### config.mk
export PLATFORM = sky130hd
export DESIGN_NAME = rotor_cipher_path
export DESIGN_NICKNAME = d
export VERILOG_FILES = /design/src/rtl/rotor_cipher_path.sv
export SDC_FILE = /design/constraint.sdc
export NUM_CORES = 1
export LEC_CHECK = 0
export CORE_MARGIN = 5
export CORE_UTILIZATION = 55
export DETAILED_ROUTE_END_ITERATION = 7
export GPL_TIMING_DRIVEN = 1
export PLACE_DENSITY = 0.76
export RECOVER_POWER = 100
export SYNTH_ARGS = -nofsm -noshare
export SYNTH_HDL_FRONTEND = slang
export SYNTH_SLANG_ARGS = --single-unit
### constraint.sdc
create_clock -name clk -period 16.12 [get_ports clk]
set_input_delay 1.612 -clock clk [delete_from_list [all_inputs] [get_ports clk]]
set_output_delay 1.612 -clock clk [all_outputs]
set_load 0.02 [all_outputs]
### src/rtl/rotor_cipher_path.sv
// rotor_cipher_path: sequential Enigma I letter path (rotors III/II/I, reflector B).
// Accepts one letter, requests one rotor step, waits a settle cycle, then walks the
// letter forward through three rotors, the reflector and back, one lookup per clock.
module rotor_cipher_path (
  input  logic       clk,
  input  logic       rst,
  input  logic [4:0] char_in,
  input  logic       in_valid,
  output logic       in_ready,
  output logic       step_req,
  input  logic [4:0] rotor1_pos,
  input  logic [4:0] rotor2_pos,
  input  logic [4:0] rotor3_pos,
  output logic [4:0] char_out,
  output logic       out_valid,
  input  logic       out_ready
);

  typedef enum logic [3:0] {
    S_IDLE, S_STEP, S_SETTLE, S_F1, S_F2, S_F3, S_RF, S_B3, S_B2, S_B1, S_DONE
  } state_t;

  // Wiring tables (A=0 .. Z=25). Inverse tables are precomputed so the backward
  // pass is a single lookup rather than a search.
  localparam logic [4:0] ROT3_FWD [26] = '{  // rotor III, fastest
    5'd1, 5'd3, 5'd5, 5'd7, 5'd9, 5'd11, 5'd2, 5'd15, 5'd17, 5'd19, 5'd23, 5'd21, 5'd25,
    5'd13, 5'd24, 5'd4, 5'd8, 5'd22, 5'd6, 5'd0, 5'd10, 5'd12, 5'd20, 5'd18, 5'd16, 5'd14};
  localparam logic [4:0] ROT3_INV [26] = '{
    5'd19, 5'd0, 5'd6, 5'd1, 5'd15, 5'd2, 5'd18, 5'd3, 5'd16, 5'd4, 5'd20, 5'd5, 5'd21,
    5'd13, 5'd25, 5'd7, 5'd24, 5'd8, 5'd23, 5'd9, 5'd22, 5'd11, 5'd17, 5'd10, 5'd14, 5'd12};
  localparam logic [4:0] ROT2_FWD [26] = '{  // rotor II
    5'd0, 5'd9, 5'd3, 5'd10, 5'd18, 5'd8, 5'd17, 5'd20, 5'd23, 5'd1, 5'd11, 5'd7, 5'd22,
    5'd19, 5'd12, 5'd2, 5'd16, 5'd6, 5'd25, 5'd13, 5'd15, 5'd24, 5'd5, 5'd21, 5'd14, 5'd4};
  localparam logic [4:0] ROT2_INV [26] = '{
    5'd0, 5'd9, 5'd15, 5'd2, 5'd25, 5'd22, 5'd17, 5'd11, 5'd5, 5'd1, 5'd3, 5'd10, 5'd14,
    5'd19, 5'd24, 5'd20, 5'd16, 5'd6, 5'd4, 5'd13, 5'd7, 5'd23, 5'd12, 5'd8, 5'd21, 5'd18};
  localparam logic [4:0] ROT1_FWD [26] = '{  // rotor I, slowest
    5'd4, 5'd10, 5'd12, 5'd5, 5'd11, 5'd6, 5'd3, 5'd16, 5'd21, 5'd25, 5'd13, 5'd19, 5'd14,
    5'd22, 5'd24, 5'd7, 5'd23, 5'd20, 5'd18, 5'd15, 5'd0, 5'd8, 5'd1, 5'd17, 5'd2, 5'd9};
  localparam logic [4:0] ROT1_INV [26] = '{
    5'd20, 5'd22, 5'd24, 5'd6, 5'd0, 5'd3, 5'd5, 5'd15, 5'd21, 5'd25, 5'd1, 5'd4, 5'd2,
    5'd10, 5'd12, 5'd19, 5'd7, 5'd23, 5'd18, 5'd11, 5'd17, 5'd8, 5'd13, 5'd16, 5'd14, 5'd9};
  localparam logic [4:0] REFL_B [26] = '{
    5'd24, 5'd17, 5'd20, 5'd7, 5'd16, 5'd18, 5'd11, 5'd3, 5'd15, 5'd23, 5'd13, 5'd6, 5'd14,
    5'd10, 5'd12, 5'd8, 5'd4, 5'd1, 5'd5, 5'd25, 5'd2, 5'd22, 5'd21, 5'd9, 5'd0, 5'd19};

  state_t     state_reg;
  logic [4:0] x_reg;

  logic [4:0] pos_raw [3];
  logic [4:0] pos_red [3];
  logic [4:0] pos_sel;
  logic [5:0] sum_ext;
  logic [4:0] entry_idx;
  logic [4:0] wire_out;
  logic [5:0] diff_ext;
  logic [4:0] stage_out;

  assign pos_raw[0] = rotor1_pos;
  assign pos_raw[1] = rotor2_pos;
  assign pos_raw[2] = rotor3_pos;

  // Out-of-range positions (26..31) are folded back into 0..25 before use.
  genvar gi;
  generate
    for (gi = 0; gi < 3; gi++) begin : g_pos_reduce
      assign pos_red[gi] = (pos_raw[gi] >= 5'd26) ? (pos_raw[gi] - 5'd26) : pos_raw[gi];
    end
  endgenerate

  assign in_ready = (state_reg == S_IDLE) && !rst;

  // One rotor stage: enter at (x+p) mod 26, look up the wiring, leave at (w-p) mod 26.
  always_comb begin
    pos_sel = 5'd0;
    case (state_reg)
      S_F1, S_B1: pos_sel = pos_red[0];
      S_F2, S_B2: pos_sel = pos_red[1];
      S_F3, S_B3: pos_sel = pos_red[2];
      default:    pos_sel = 5'd0;
    endcase

    sum_ext = {1'b0, x_reg} + {1'b0, pos_sel};
    if (sum_ext >= 6'd26) begin
      sum_ext = sum_ext - 6'd26;
    end
    entry_idx = sum_ext[4:0];

    wire_out = 5'd0;
    case (state_reg)
      S_F1:    wire_out = ROT3_FWD[entry_idx];
      S_F2:    wire_out = ROT2_FWD[entry_idx];
      S_F3:    wire_out = ROT1_FWD[entry_idx];
      S_B3:    wire_out = ROT1_INV[entry_idx];
      S_B2:    wire_out = ROT2_INV[entry_idx];
      S_B1:    wire_out = ROT3_INV[entry_idx];
      default: wire_out = 5'd0;
    endcase

    // A negative difference shows up as bit 5 set; adding 26 brings it back into range.
    diff_ext = {1'b0, wire_out} - {1'b0, pos_sel};
    if (diff_ext[5]) begin
      diff_ext = diff_ext + 6'd26;
    end
    stage_out = diff_ext[4:0];
  end

  // Transaction sequencer: accept, step, settle, seven lookups, then hold the result.
  always_ff @(posedge clk) begin
    if (rst) begin
      state_reg <= S_IDLE;
      x_reg     <= 5'd0;
      char_out  <= 5'd0;
      out_valid <= 1'b0;
      step_req  <= 1'b0;
    end else begin
      step_req <= 1'b0;
      case (state_reg)
        S_IDLE: begin
          if (in_valid) begin
            x_reg <= char_in;
            if (char_in >= 5'd26) begin
              // Not a letter: pass it through untouched and do not step the rotors.
              char_out  <= char_in;
              out_valid <= 1'b1;
              state_reg <= S_DONE;
            end else begin
              step_req  <= 1'b1;
              state_reg <= S_STEP;
            end
          end
        end
        S_STEP:   state_reg <= S_SETTLE;
        S_SETTLE: state_reg <= S_F1;
        S_F1: begin
          x_reg     <= stage_out;
          state_reg <= S_F2;
        end
        S_F2: begin
          x_reg     <= stage_out;
          state_reg <= S_F3;
        end
        S_F3: begin
          x_reg     <= stage_out;
          state_reg <= S_RF;
        end
        S_RF: begin
          x_reg     <= REFL_B[x_reg];
          state_reg <= S_B3;
        end
        S_B3: begin
          x_reg     <= stage_out;
          state_reg <= S_B2;
        end
        S_B2: begin
          x_reg     <= stage_out;
          state_reg <= S_B1;
        end
        S_B1: begin
          x_reg     <= stage_out;
          char_out  <= stage_out;
          out_valid <= 1'b1;
          state_reg <= S_DONE;
        end
        S_DONE: begin
          if (out_ready) begin
            out_valid <= 1'b0;
            state_reg <= S_IDLE;
          end
        end
        default: state_reg <= S_IDLE;
      endcase
    end
  end

endmodule
==> impl_metrics.json, run 1 <==
{
  "synth_mux_area_frac": 0.0247,
  "remaining_drc_errors": 0,
  "arrival_ns": 9.98,
  "count_of_instances_resized_after_the_clock_tree_is_built": 0,
  "dominant_synthesized_flop_cell": "sky130_fd_sc_hd__dfxtp_1",
  "highest_clock_frequency_the_design_can_meet_ghz": 0.101,
  "kind_of_critical_path": "input pin to register",
  "post_synth_inst_count": 549,
  "area_growth_syn_to_fin_pct": 7.28,
  "crit_buf_inv": 5,
  "dominant_combinational_cell_family_by_area_after_synthesis": "compound AO/OA/AOI/OAI gates",
  "tritoncts": "yes",
  "crit_path_max_fanout": 28,
  "gp_congestion": 0.989,
  "crit_family": "simple AND/OR/NAND/NOR gates",
  "setup_viol": 0,
  "h-tree-depth": 1,
  "numPortBuffers": 31,
  "core-area_um2": 6460,
  "synth-adder-area-share": 0.116,
  "synth_compound_area_frac": 0.382,
  "yosys-top-cells-count": "sky130_fd_sc_hd__nor2_1, sky130_fd_sc_hd__nand2_1, sky130_fd_sc_hd__a21oi_1, sky130_fd_sc_hd__o21ai_0, sky130_fd_sc_hd__ha_1",
  "fillCellCount": 639,
  "share_of_synthesized_cell_area_in_and_or_nand_and_nor_gates": 0.279,
  "vias": 4387,
  "pre_cts_slack_ns": 6.43,
  "slew_headroom": 0.384,
  "proportion_of_layout_cells_with_a_drive_suffix_above_1": 0.0509,
  "irDropWorstVdd_uv": 102,
  "routed_wire_per_std_cell_um": 19.3,
  "fin_crit_sh": 0.612,
  "synth_area_um2": 3690,
  "synth-seq-area-share": 0.0867,
  "drtPass1Iterations": 8,
  "clk_pin_slew_worst_paths_ns": 0.06,
  "finalNonFillerCells": 627,
  "critPathSlowestCell": "sky130_fd_sc_hd__fa_1",
  "yosysWarningCount": 0,
  "area_leader_netlist": "sky130_fd_sc_hd__ha_1",
  "route.antenna.remaining_nets": 0,
  "floorplan.die.height_um": 92.0,
  "post-synth-top-area-fraction": 0.105,
  "grt_util_all_layers": 0.276,
  "clock_latency_of_the_later_clocked_register_in_the_worst_skew_pair_ns": 0.25,
  "grt_max_degree": 33,
  "hold_class": "register to register",
  "post_cts_setup_bufs": 0,
  "post-route-worst-setup-slack_ns": 6.25,
  "power_density_nw_per_um2": 173,
  "synth_enable_flop_cells": 0,
  "design.portCount": 32,
  "placed_cells": 624,
  "timing_max_transition_violations_final": 0,
  "slowest_delay_ns": 0.79,
  "required_ns": 16.23,
  "total_of_flip_flops_plus_latches_after_synthesis": 16,
  "synth_fp_nets": 606,
  "cts_root_buf": "sky130_fd_sc_hd__clkbuf_8",
  "rows": 29,
  "syn-mean-instance-area_um2": 6.73,
  "final.setup.tns_ns": 0,
  "setup.worst_path.end_class": "register",
  "netlist_top_cells_area": "sky130_fd_sc_hd__ha_1, sky130_fd_sc_hd__dfxtp_1, sky130_fd_sc_hd__a21oi_1",
  "clock_sinks": 16,
  "fin_crit_ns": 9.87,
  "worstSetupStartpointType": "input pin",
  "antenna_cells": 0,
  "max_slew.worst_pin.slew_ns": 0.921,
  "first_global_vias": 3981,
  "dr.first_iter.drc_count": 662,
  "finClkSkew_ns": 0.00261,
  "initial_antenna_violation_count": 0,
  "cap_violations": 0,
  "chipWidth_um": 92.0,
  "routed_wl_um": 12100,
  "start_util": 0.572,
  "synth.lib_cells_used.distinct": 77,
  "die_area_um2": 8460,
  "p_leak_nw": 1.52,
  "postCtsHoldBufs": 0,
  "yosys.area_share.xor_xnor": 0.0349,
  "cpMostUsedCell": "sky130_fd_sc_hd__o21ai_0",
  "run_status": "finished clean",
  "async_reset_ff_frac": 0,
  "vias_per_cell": 7.00,
  "max-clock-path-buffers": 2,
  "number_of_hold_slack_violations_in_the_final_timing_report": 0,
  "placed_wire_length_estimate_after_detailed_placement_um": 9220,
  "gr-total-overflow": 0,
  "finish.utilization": 0.614,
  "grt_first_pass_wirelength_um": 19500,
  "finalNetCount": 609,
  "numCtsBuffers": 3,
  "synth.most_common_cell": "sky130_fd_sc_hd__nor2_1",
  "grt_setup_unrepaired": "false"
}
[worst min-delay path: cells and delay by family (launching register included)]
kind             cells  cell delay [ns]
flip-flops           1             0.32
AND/OR/NAND/NOR      1             0.07
AO/OA/AOI/OAI        1             0.06
[per-stage QoR]
step	total power, mW	hold WS, ns	area, um2
2_1_floorplan	0.518	0.568	3690
3_3_place_gp	0.635	0.475	3930
3_5_place_dp	0.638	0.485	3930
4_1_cts	0.670	0.500	3970
5_1_grt	0.739	0.523	3960
6_report	0.686	0.485	3960
[layout by cell type, fill, tap and decap left out, types with 6 or more instances in the layout]
| master | n |
|---|---|
| sky130_fd_sc_hd__nor2_1 | 55 |
| sky130_fd_sc_hd__nand2_1 | 51 |
| sky130_fd_sc_hd__a21oi_1 | 46 |
| sky130_fd_sc_hd__o21ai_0 | 46 |
| sky130_fd_sc_hd__ha_1 | 31 |
| sky130_fd_sc_hd__inv_1 | 25 |
| sky130_fd_sc_hd__nand3_1 | 25 |
| sky130_fd_sc_hd__o211ai_1 | 24 |
| sky130_fd_sc_hd__clkdlybuf4s50_1 | 20 |
| sky130_fd_sc_hd__nor3_1 | 16 |
| sky130_fd_sc_hd__dfxtp_1 | 16 |
| sky130_fd_sc_hd__a211oi_1 | 15 |
| sky130_fd_sc_hd__a31oi_1 | 12 |
| sky130_fd_sc_hd__dlygate4sd3_1 | 11 |
| sky130_fd_sc_hd__xnor2_1 | 10 |
| sky130_fd_sc_hd__nand2b_1 | 9 |
| sky130_fd_sc_hd__mux2i_1 | 8 |
| sky130_fd_sc_hd__o21ai_1 | 8 |
| sky130_fd_sc_hd__nor2b_1 | 7 |
| sky130_fd_sc_hd__or3_1 | 6 |
[area by class of cell]
cell class | instances | area (um2) | area share
Multi-Input combinational cell | 471 | 3080 | 0.778
Sequential cell | 16 | 320 | 0.0808
Timing Repair Buffer | 32 | 318 | 0.0802
Inverter | 28 | 105 | 0.0265
Tap cell | 77 | 96.3 | 0.0243
Clock buffer | 3 | 41.3 | 0.0104
[where the power goes]
group	internal, mW	switching [mW]
Clock	0.0166	0.0136
Combinational	0.207	0.381
Sequential	0.0464	0.0212
Total	0.270	0.416
[cell families after synthesis]
kind of cell    after synthesis
compound gates              210
simple gates                206
buf+inv                      62
fa+ha+maj                    33
flops                        16
xor+xnor                     13
mux                           9
[worst paths after layout]
| check | to | slack [ns] | depth (start not counted) | startpoint |
|---|---|---|---|---|
| max | x_reg[4] | 6.25 | 30 | rotor1_pos[1] |
| min | char_out[2] | 0.49 | 2 | char_out[2] |
| max reg2reg | x_reg[4] | 7.65 | 28 | state_reg[0] |
| min reg2reg | char_out[2] | 0.49 | 2 | char_out[2] |
[routing by layer]
layer,GRT usage,vias to the layer above,share of wire
met1,0.392,2023,0.43
met3,0.0442,50,0.10
met5,0,-,0
met4,0.0817,0,0.032
li1,-,2066,-
met2,0.428,248,0.44
Power figures use the tool's default switching activity.
==> inputs of run 2 (changes only) <==
==> constraint.sdc (replaced) <==
create_clock -name clk -period 9.9 [get_ports clk]
set_input_delay 0.99 -clock clk [delete_from_list [all_inputs] [get_ports clk]]
set_output_delay 0.99 -clock clk [all_outputs]
set_load 0.02 [all_outputs]
==> impl_metrics.json, run 2 (synthesis gave the netlist of run 1 again) <==
{
  "chipWidth_um": 92.0,
  "finalInstanceArea_um2": 4000,
  "clk_pin_slew_worst_paths_ns": 0.06,
  "postCtsHoldBufs": 0,
  "grt_util_all_layers": 0.280,
  "finish.utilization": 0.619,
  "antenna_cells": 0,
  "crit_path_max_fanout": 30,
  "initial_antenna_violation_count": 0,
  "irDropWorstVdd_uv": 143,
  "final.setup.tns_ns": 0,
  "slew_headroom": 0.386,
  "routed_wire_per_std_cell_um": 19.3,
  "placed_wire_length_estimate_after_detailed_placement_um": 9120,
  "hold_class": "register to register",
  "highest_clock_frequency_the_design_can_meet_ghz": 0.114,
  "fillCellCount": 631,
  "fin_crit_ns": 8.81,
  "number_of_hold_slack_violations_in_the_final_timing_report": 0,
  "numCtsBuffers": 3,
  "total_power_mw": 1.12,
  "kind_of_critical_path": "input pin to register",
  "post_cts_setup_bufs": 0,
  "holdCritStartpoint": "char_out[2]",
  "proportion_of_layout_cells_with_a_drive_suffix_above_1": 0.0561,
  "route.antenna.remaining_nets": 0,
  "slowest_delay_ns": 0.85,
  "grt_max_degree": 33,
  "worstSetupStartpointType": "input pin",
  "drtPass1Iterations": 7,
  "p_leak_nw": 1.54,
  "leading_cell_type_in_the_layout_fill_and_taps_excluded": "sky130_fd_sc_hd__nor2_1",
  "max_slew.worst_pin.slew_ns": 0.898,
  "layout_common_cells": "sky130_fd_sc_hd__nor2_1, sky130_fd_sc_hd__nand2_1, sky130_fd_sc_hd__a21oi_1, sky130_fd_sc_hd__o21ai_0, sky130_fd_sc_hd__ha_1",
  "finalNetCount": 611,
  "start_util": 0.572,
  "floorplan.die.height_um": 92.0,
  "dr.first_iter.drc_count": 565,
  "numPortBuffers": 31,
  "final.hold.worst_slack_ns": 0.483,
  "grt_first_pass_wirelength_um": 19800,
  "clock_latency_of_the_later_clocked_register_in_the_worst_skew_pair_ns": 0.26,
  "first_global_vias": 4050,
  "power_density_nw_per_um2": 281,
  "count_of_instances_resized_after_the_clock_tree_is_built": 0,
  "cpMostUsedCell": "sky130_fd_sc_hd__o21ai_0",
  "tritoncts": "yes",
  "remaining_drc_errors": 0,
  "finClkSkew_ns": 0.00371,
  "die_area_um2": 8460,
  "place_area_um2": 3950,
  "design.portCount": 32,
  "arrival_ns": 8.93,
  "run_status": "finished clean",
  "timing_max_transition_violations_final": 0,
  "grt_setup_unrepaired": "false",
  "vias": 4394,
  "max-clock-path-buffers": 2,
  "worstSetupStartpoint": "rotor1_pos[1]",
  "gr-total-overflow": 0,
  "post-route-worst-setup-slack_ns": 1.09,
  "routed_wl_um": 12100,
  "setup.worst_path.end_class": "register",
  "h-tree-depth": 1,
  "vias_per_cell": 6.97,
  "finalNonFillerCells": 630,
  "pre_cts_slack_ns": 1.29,
  "cts_root_buf": "sky130_fd_sc_hd__clkbuf_8",
  "critPathSlowestCell": "sky130_fd_sc_hd__a2111oi_0",
  "clock_sinks": 16,
  "fin_crit_sh": 0.890,
  "rows": 29,
  "gp_congestion": 1.03,
  "core-area_um2": 6460,
  "required_ns": 10.02,
  "crit_family": "simple AND/OR/NAND/NOR gates",
  "setup_viol": 0,
  "critical_path.reg2reg.startpoint": "state_reg[3]",
  "area_growth_syn_to_fin_pct": 8.13,
  "placed_cells": 626,
  "crit_buf_inv": 5,
  "cap_violations": 0
}
[run 2: worst reg2reg max path, delay by kind of cell (launching register included)]
family,cells,cell delay (ns)
simple gates,11,2.54
compound gates,8,2.24
fa+ha+maj,4,1.66
flops,1,0.66
buf+inv,3,0.62
xor+xnor,1,0.19
mux,1,0.16
[run 2: path summary, 6_finish.rpt]
kind | endpoint | slack, ns | cells past startpoint
max | x_reg[4] | 1.09 | 30
min | char_out[2] | 0.48 | 2
max reg2reg | x_reg[4] | 1.69 | 28
min reg2reg | char_out[2] | 0.48 | 2
[run 2: area by class of cell]
class / count / area, um2 / area share
multi-input cells: 471 / 3090 / 0.772
inverters: 28 / 105 / 0.0263
clock buffers: 4 / 55.1 / 0.0138
flip-flops and latches: 16 / 320 / 0.0802
repair buffers: 34 / 333 / 0.0833
well taps: 77 / 96.3 / 0.0241
[run 2: report_power, final]
group / switching [mW] / leakage (nW) / internal (mW)
sequential: 0.0335 / 0.131 / 0.0756
clock: 0.0236 / 0.0288 / 0.0354
combinational: 0.617 / 1.38 / 0.340
total: 0.674 / 1.54 / 0.451
[run 2: routing by layer]
layer,vias up,part of all wire,GRT usage
li1,2064,-,-
met1,2038,0.43,0.388
met2,254,0.45,0.442
met3,38,0.092,0.0409
met4,0,0.029,0.100
met5,-,0,0
